$ cat src/rtl/he_word_packer.sv
// Packs a stream of serial words into n_p-wide bundles for an N-write FIFO.
// A flush closes a partial bundle early; the unused upper lanes are padded with zeros.
`ifndef BIT_WIDTH
`define BIT_WIDTH 32
`endif
`ifndef N_WRITE
`define N_WRITE 4
`endif

// state   | meaning
// st_fill | collecting words into lanes 0..fill_cnt-1
// st_hold | bundle presented on bundle_o with valid_o=1, waiting for ready_i
module he_word_packer #(
    parameter int width_p = `BIT_WIDTH,
    parameter int n_p     = `N_WRITE
) (
    input  logic                           clk_i,
    input  logic                           reset_n_i,
    input  logic [width_p-1:0]             data_i,
    input  logic                           valid_i,
    output logic                           ready_o,
    input  logic                           flush_i,
    output logic [n_p-1:0][width_p-1:0]    bundle_o,
    output logic                           valid_o,
    input  logic                           ready_i,
    output logic [$clog2(n_p+1)-1:0]       lanes_o
);

    localparam int cnt_w   = (n_p > 1) ? $clog2(n_p) : 1;
    localparam int lanes_w = $clog2(n_p + 1);
    localparam logic [cnt_w-1:0]   last_cnt   = cnt_w'(n_p - 1);
    localparam logic [lanes_w-1:0] full_lanes = lanes_w'(n_p);

    typedef enum logic {
        st_fill = 1'b0,
        st_hold = 1'b1
    } state_t;

    state_t                      state_q, state_d;
    logic [cnt_w-1:0]            fill_cnt_q, fill_cnt_d;
    logic [lanes_w-1:0]          lanes_q, lanes_d;
    logic [n_p-1:0][width_p-1:0] bundle_q, bundle_d;
    logic                        in_xfer;
    logic                        out_xfer;

    // ready_i feeds ready_o combinationally so a held bundle and a new word can swap in one cycle
    assign valid_o  = (state_q == st_hold);
    assign ready_o  = (state_q == st_fill) | ((state_q == st_hold) & ready_i);
    assign in_xfer  = valid_i & ready_o;
    assign out_xfer = valid_o & ready_i;
    assign bundle_o = bundle_q;
    assign lanes_o  = lanes_q;

    always_ff @(posedge clk_i or negedge reset_n_i) begin
        if (!reset_n_i) begin
            state_q    <= st_fill;
            fill_cnt_q <= '0;
            lanes_q    <= '0;
            bundle_q   <= '0;
        end else begin
            state_q    <= state_d;
            fill_cnt_q <= fill_cnt_d;
            lanes_q    <= lanes_d;
            bundle_q   <= bundle_d;
        end
    end

    always_comb begin
        state_d    = state_q;
        fill_cnt_d = fill_cnt_q;
        lanes_d    = lanes_q;
        bundle_d   = bundle_q;
        case (state_q)
            st_fill: begin
                if (in_xfer) begin
                    bundle_d[fill_cnt_q] = data_i;
                    if (fill_cnt_q == last_cnt) begin
                        state_d    = st_hold;
                        lanes_d    = full_lanes;
                        fill_cnt_d = '0;
                    end else if (flush_i) begin
                        for (int i = 0; i < n_p; i++) begin
                            if (i > int'(fill_cnt_q)) bundle_d[i] = '0;
                        end
                        state_d    = st_hold;
                        lanes_d    = lanes_w'(fill_cnt_q) + lanes_w'(1);
                        fill_cnt_d = '0;
                    end else begin
                        fill_cnt_d = fill_cnt_q + cnt_w'(1);
                    end
                end else if (flush_i && (fill_cnt_q != '0)) begin
                    for (int i = 0; i < n_p; i++) begin
                        if (i >= int'(fill_cnt_q)) bundle_d[i] = '0;
                    end
                    state_d    = st_hold;
                    lanes_d    = lanes_w'(fill_cnt_q);
                    fill_cnt_d = '0;
                end
            end
            st_hold: begin
                // flush_i is deliberately not looked at here
                if (out_xfer) begin
                    state_d    = st_fill;
                    lanes_d    = '0;
                    fill_cnt_d = '0;
                    if (in_xfer) begin
                        bundle_d[0] = data_i;
                        if (n_p == 1) begin
                            state_d = st_hold;
                            lanes_d = full_lanes;
                        end else begin
                            fill_cnt_d = cnt_w'(1);
                        end
                    end
                end
            end
            default: state_d = st_fill;
        endcase
    end

endmodule

$ cat config.mk
export PLATFORM = sky130hd
export DESIGN_NAME = he_word_packer
export DESIGN_NICKNAME = d
export VERILOG_FILES = /design/src/rtl/he_word_packer.sv
export SDC_FILE = /design/constraint.sdc
export NUM_CORES = 1
export LEC_CHECK = 0
export CELL_PAD_IN_SITES_DETAIL_PLACEMENT = 1
export CELL_PAD_IN_SITES_GLOBAL_PLACEMENT = 2
export CORE_ASPECT_RATIO = 1.1
export CORE_MARGIN = 2
export CORE_UTILIZATION = 27
export CTS_CLUSTER_DIAMETER = 100
export DETAILED_ROUTE_END_ITERATION = 10
export HOLD_SLACK_MARGIN = 0.12
export MAX_ROUTING_LAYER = met4
export PLACE_DENSITY_LB_ADDON = 0.1
export RECOVER_POWER = 25
export SLEW_MARGIN = 20
export SYNTH_ARGS = -nofsm -noshare
export SYNTH_HDL_FRONTEND = slang
export SYNTH_SLANG_ARGS = --single-unit
export TNS_END_PERCENT = 100
$ cat constraint.sdc
create_clock -name clk_i -period 2.14 [get_ports clk_i]
set_clock_uncertainty 0.2 [all_clocks]
set_input_delay 0.428 -clock clk_i [delete_from_list [all_inputs] [get_ports clk_i]]
set_output_delay 0.428 -clock clk_i [all_outputs]
set_load 0.01 [all_outputs]
Word-level counts from Yosys, hierarchy flattened
Index checks and enable logic that the tools add are counted.

word-level totals
  register bits = 134
  logic and storage cells = 74

operators by class
  $add $sub $neg = 2
  magnitude comparators = 8
  equal/unequal tests = 6
  muxes and demuxes = 35
  bitwise operators = 4
  reductions and logical operators = 12

operators by type and width
  operator               count
  $mux W32               9
  $mux W128              2
  $mux W96               2
  $bwmux W128            1
  $demux W32 S2          1
  $pmux W32 S2           1
  $mux W3                5
  $mux W2                5
  $reduce_and A3 Y1      3
  $reduce_bool A2 Y1     4
  $mux W1                6
  $ne A3 B2 Y1 const B   2
  $pmux W3 S2            1
  $ge A1 B2 Y1 const A   2
  $gt A2 B2 Y1 const A   2
  $ne A2 B1 Y1 const B   2
  $ne A4 B3 Y1 const B   1
  $pmux W2 S2            1
  $reduce_and A2 Y1      2
  $reduce_and A4 Y1      1
  $add A2 B1 Y3 const B  1
  $lt A2 B3 Y1 const B   1
  $add A2 B1 Y2 const B  1
  $and A1 B1 Y1          2
  8 further kinds        9

Longest topological paths before layout
  word-level depth = 10
  mapped depth = 7
  depth with buffers taken out = 6

Worst setup path after synthesis
OpenSTA, ideal clock, no wires.

  path kind = flip-flop to flip-flop
  from = register fill_cnt_q[1]
  to = register lanes_q[0], in the netlist lanes_o[0]
  library setup time = 0.128 ns
  arrival time = 1.753 ns
  slack = 0.059 ns
  cell stages (with the launch flop) = 7
  path buffers = 0
  path through = dfrtp_1 -> inv_1 -> ha_1 -> nand2b_2 -> a21o_1 -> o21ai_1 -> mux2_1

on the way
  longest elaborated chain between the ends = 4
  elaborated cells on any way between the ends = 9
  classes of those cells = eq/ne (3); mux (3); reduce/logical (3)

ends and longest elaborated chain
  item                                                       RTL line  RTL
  start, declared                                            40        logic [cnt_w-1:0] fill_cnt_q, fill_cnt_d;
  start signal, assigned                                     62        fill_cnt_q <= fill_cnt_d;
  $eq A2 B2 Y1 / $reduce_bool A2 Y1 (equally long branches)  77, 91
  $mux W3 / $logic_and A1 B1 Y1 (equally long branches)      77, 91
  $mux W3 / $ne A3 B2 Y1 (equally long branches)             -
  $pmux W3 S2 / $reduce_and A3 Y1 (equally long branches)    -
  end signal, assigned                                       63        lanes_q <= lanes_d;
  end, declared                                              41        logic [lanes_w-1:0] lanes_q, lanes_d;

Parallel ways exist; a longest one is shown, timed or not.
A chain may end at the register's enable or synchronous reset.

Worst setup path after layout
  from = register bundle_q, in the netlist bundle_o[43]
  to = output port bundle_o[43] (netlist name)

RTL lines
  item                    RTL line  RTL
  start, declared         42        logic [n_p-1:0][width_p-1:0] bundle_q, bundle_d;
  start signal, assigned  64        bundle_q <= bundle_d;
  end, declared           23        output logic [n_p-1:0][width_p-1:0] bundle_o,

No word-level cell between the ends.

==> impl_metrics.csv <==
group,metric,value,unit
outcome,outcome,"complete, no violations",
cells_and_area,antenna_cells,0,
sta,slew_viol_final,0,
setup_path,critPathMaxStageDelay,0.61,ns
clocking,cts.htree.levels,4,
worst_hold_path,hold_path_class,"in2async",
detailed_routing,routed_wl,20900,µm
yosys,synth-warning-count,0,
sta,worst_slew_pin_slew,1.00,ns
setup_path,start_kind,"flip-flop",
setup_path,worst_setup_path_end_kind,"primary output",
setup_path,crit_chain,"clkdlybuf4s50_1",
yosys,synth.distinct_cells,42,
yosys,synth_area_per_cell,11.5,µm²
yosys,ys.flop_type,"dfrtp_1",
die,rows,56,
cells_and_area,multi_input_area,0.00240,mm²
setup_path,crit_family,"buffers and inverters",
sta,maxSlewHeadroom,33.1,%
setup_path,worstPathRequired,1.51,ns
die,core_area,0.0214,mm²
detailed_routing,drc_errors,0,
pwr,powerDensity,1430,mW/mm²
die,die_h,160,µm
global_routing,grt_pass1_wl,31900,µm
clocking,clock_latency,0.42,ns
clocking,cts_sinks,134,
clocking,cts.path.max_buffers,2,
global_routing,grtUsageTotal,18.4,%
yosys,ys_ff_latch,134,
die,initial_core_util,27.7,%
clocking,cts-root-buf,"clkbuf_16",
setup_path,crit_type,"reg2out",
sta,finalHoldViolations,0,
clocking,numCtsBuffers,17,
pwr,swShare,36.9,%
pwr,power_leakage,3.73,nW
cells_and_area,regArea,0.00335,mm²
place,post-place-ws,-0.212,ns
setup_path,r2r_cells,6,
global_routing,first_global_vias,5254,
cells_and_area,drive_above_1_share,21.2,%
clocking,cts_tree,"built",
detailed_routing,drt_first_pass_iters,4,
yosys,synthArstFlopShare,100,%
yosys,synthesis.area,0.00594,mm²
cells_and_area,layout.nets,746,
die,dieArea,0.0232,mm²
pwr,ir_drop,565,µV
sta,min_period,2.07,ns
yosys,synthCells,515,
setup_path,critPathSlowestCell,"clkdlybuf4s50_1",
sta,holdWs,0.232,ns
detailed_routing,antenna_left,0,
global_routing,grt_remaining_overflow,0,
setup_path,worst-path-max-fanout,3,
sta,finalWorstSetupSlack,0.0732,ns
global_routing,antenna_found_initial,0,
die,chipWidth,145,µm
cells_and_area,nFillCells,2343,
setup_path,path_buf_inv,1,
detailed_routing,vias,4809,
sta,finalSetupViolations,0,
place,place_congestion,0.780,
cells_and_area,syn_to_final_growth,48.6,%
pwr,comb_power_share,44.9,%
die,ios,170,
detailed_routing,avgRoutedWirePerCell,20.7,µm
pwr,total_power,12.6,mW
flow_run,drv_cap,0,
pwr,p_switching,4.67,mW
global_routing,grt_max_degree,40,
setup_path,cp.arrival,1.44,ns
place,io_buffers,169,
clocking,path_clk_slew,0.06,ns
place,dpl.hpwl,14100,µm
yosys,synth-edff-count,0,
sta,finalCritPeriodShare,96.6,%
pwr,p_int,7.97,mW
sta,max_freq,484,MHz
setup_path,critPathLaunch,"bundle_o[43]$_DFFE_PN0P_",
setup_path,worstSetupPathDepth,1,
pwr,p_clk_share,23.0,%
detailed_routing,via_per_inst,4.78,
detailed_routing,drt_iter0_drc,195,
sta,rsz0062_at_grt,"false",
setup_path,reg2reg_from,"fill_cnt_q[1]$_DFFE_PN0P_",
yosys,syn-num-nets,557,
pwr,seqPwrFrac,32.1,%
yosys,yosysSeqAreaShare,56.4,%
-- path summary, 6_finish.rpt --
| path | to | slack [ns] |
|---|---|---|
| worst max-delay path | bundle_o[43] | 0.07 |
| worst min-delay path | bundle_o[24]$_DFFE_PN0P_ | 0.23 |
| worst max register to register | bundle_o[68]$_DFFE_PN0P_ | 0.12 |
| worst min register to register | bundle_o[31]$_DFFE_PN0P_ | 0.27 |
| max in group asynchronous | bundle_o[38]$_DFFE_PN0P_ | 0.28 |
| min in group clk_i | bundle_o[31]$_DFFE_PN0P_ | 0.27 |
-- state kept, by name, indices dropped and copies added, names as in the netlist --
signal / cells
bundle_o: 128
fill_cnt_q: 2
lanes_o: 3
valid_o: 1
-- stage by stage --
| stage | TNS, ns | area [µm²] | std cells | util [%] |
|---|---|---|---|---|
| after detailed placement | -13.28 | 8190 | 969 | 38.2 |
| after global routing | 0 | 8830 | 1007 | 41.2 |
| after floorplan | 0 | 5940 | 515 | - |
| after global placement | -10.99 | 8190 | 969 | 38.2 |
| final | 0 | 8830 | 1007 | 41.2 |
| after CTS | 0 | 8790 | 1004 | 41.0 |
-- what timing repair did --
item                                    in CTS  in global routing
hold buffers                                 1                  0
resized for setup                            3                  9
endpoints found under the setup margin       2                 66
endpoints found under the hold margin      134                  0
buffers inserted                             2                  1
cloned                                       0                  2
pin swaps                                    0                  1
-- cells by family (layout without fill, tap and decap cells) --
logic type                 after synthesis  count (layout)  share of synthesized area (%)
and+or+nand+nor                        179             179                           12.6
AOI/OAI and AO/OA                      144             146                           24.4
DFF                                    134             134                           56.4
buffers and inverters                   48             248                           4.63
adders and majority gates                5               5                           1.05
muxes                                    5               5                          0.905
-- per-layer routing --
layer	routed length [µm]	up-vias	track usage (%)
li1	-	2215	-
met1	9320	2470	23.1
met2	10400	110	29.9
met3	959	14	4.73
met4	214	0	4.77
met5	0	-	-
-- Yosys cell counts, types with 3 or more instances --
cell / n / area [µm²]
dfrtp_1: 134 / 3350
nand2_1: 131 / 492
a21oi_1: 34 / 170
nand3_1: 34 / 170
a22o_1: 32 / 280
a22oi_2: 30 / 375
o2bb2ai_2: 30 / 450
buf_2: 22 / 110
clkbuf_1: 7 / 26.3
buf_4: 6 / 45.0
buf_6: 6 / 67.6
ha_1: 5 / 62.6
inv_1: 4 / 15.0
inv_2: 3 / 11.3
nor2_1: 3 / 11.3
o21ai_0: 3 / 15.0
-- power groups by stage --
stage	registers, mW	clock network, mW	logic, mW
floorplan	4.39	0	2.32
global placement	4.07	0	5.50
detailed placement	4.10	0	5.61
CTS	4.07	3.00	5.65
global route	4.19	3.11	6.12
finish	4.05	2.91	5.68
-- layout by cell type, fill, tap and decap left out, types with 17 or more instances in the layout --
cell type | Yosys | routed
o2bb2ai_2 | 30 | 30
a22o_1 | 32 | 32
buf_4 | 6 | 26
nand2_1 | 131 | 131
a22oi_2 | 30 | 30
clkdlybuf4s50_1 | 0 | 165
dfrtp_1 | 134 | 133
clkbuf_16 | 0 | 17
a21oi_1 | 34 | 34
nand3_1 | 34 | 33
-- final cells by class --
class                      count  share of cell area, %
clock inverter                14                   1.71
sequential                   134                   38.0
timing repair buffer         209                   23.8
clock buffer                  18                   4.86
multi-input combinational    335                   27.2
inverter                       7                  0.297
tap                          290                   4.11
(Power assumes the default switching activity.)
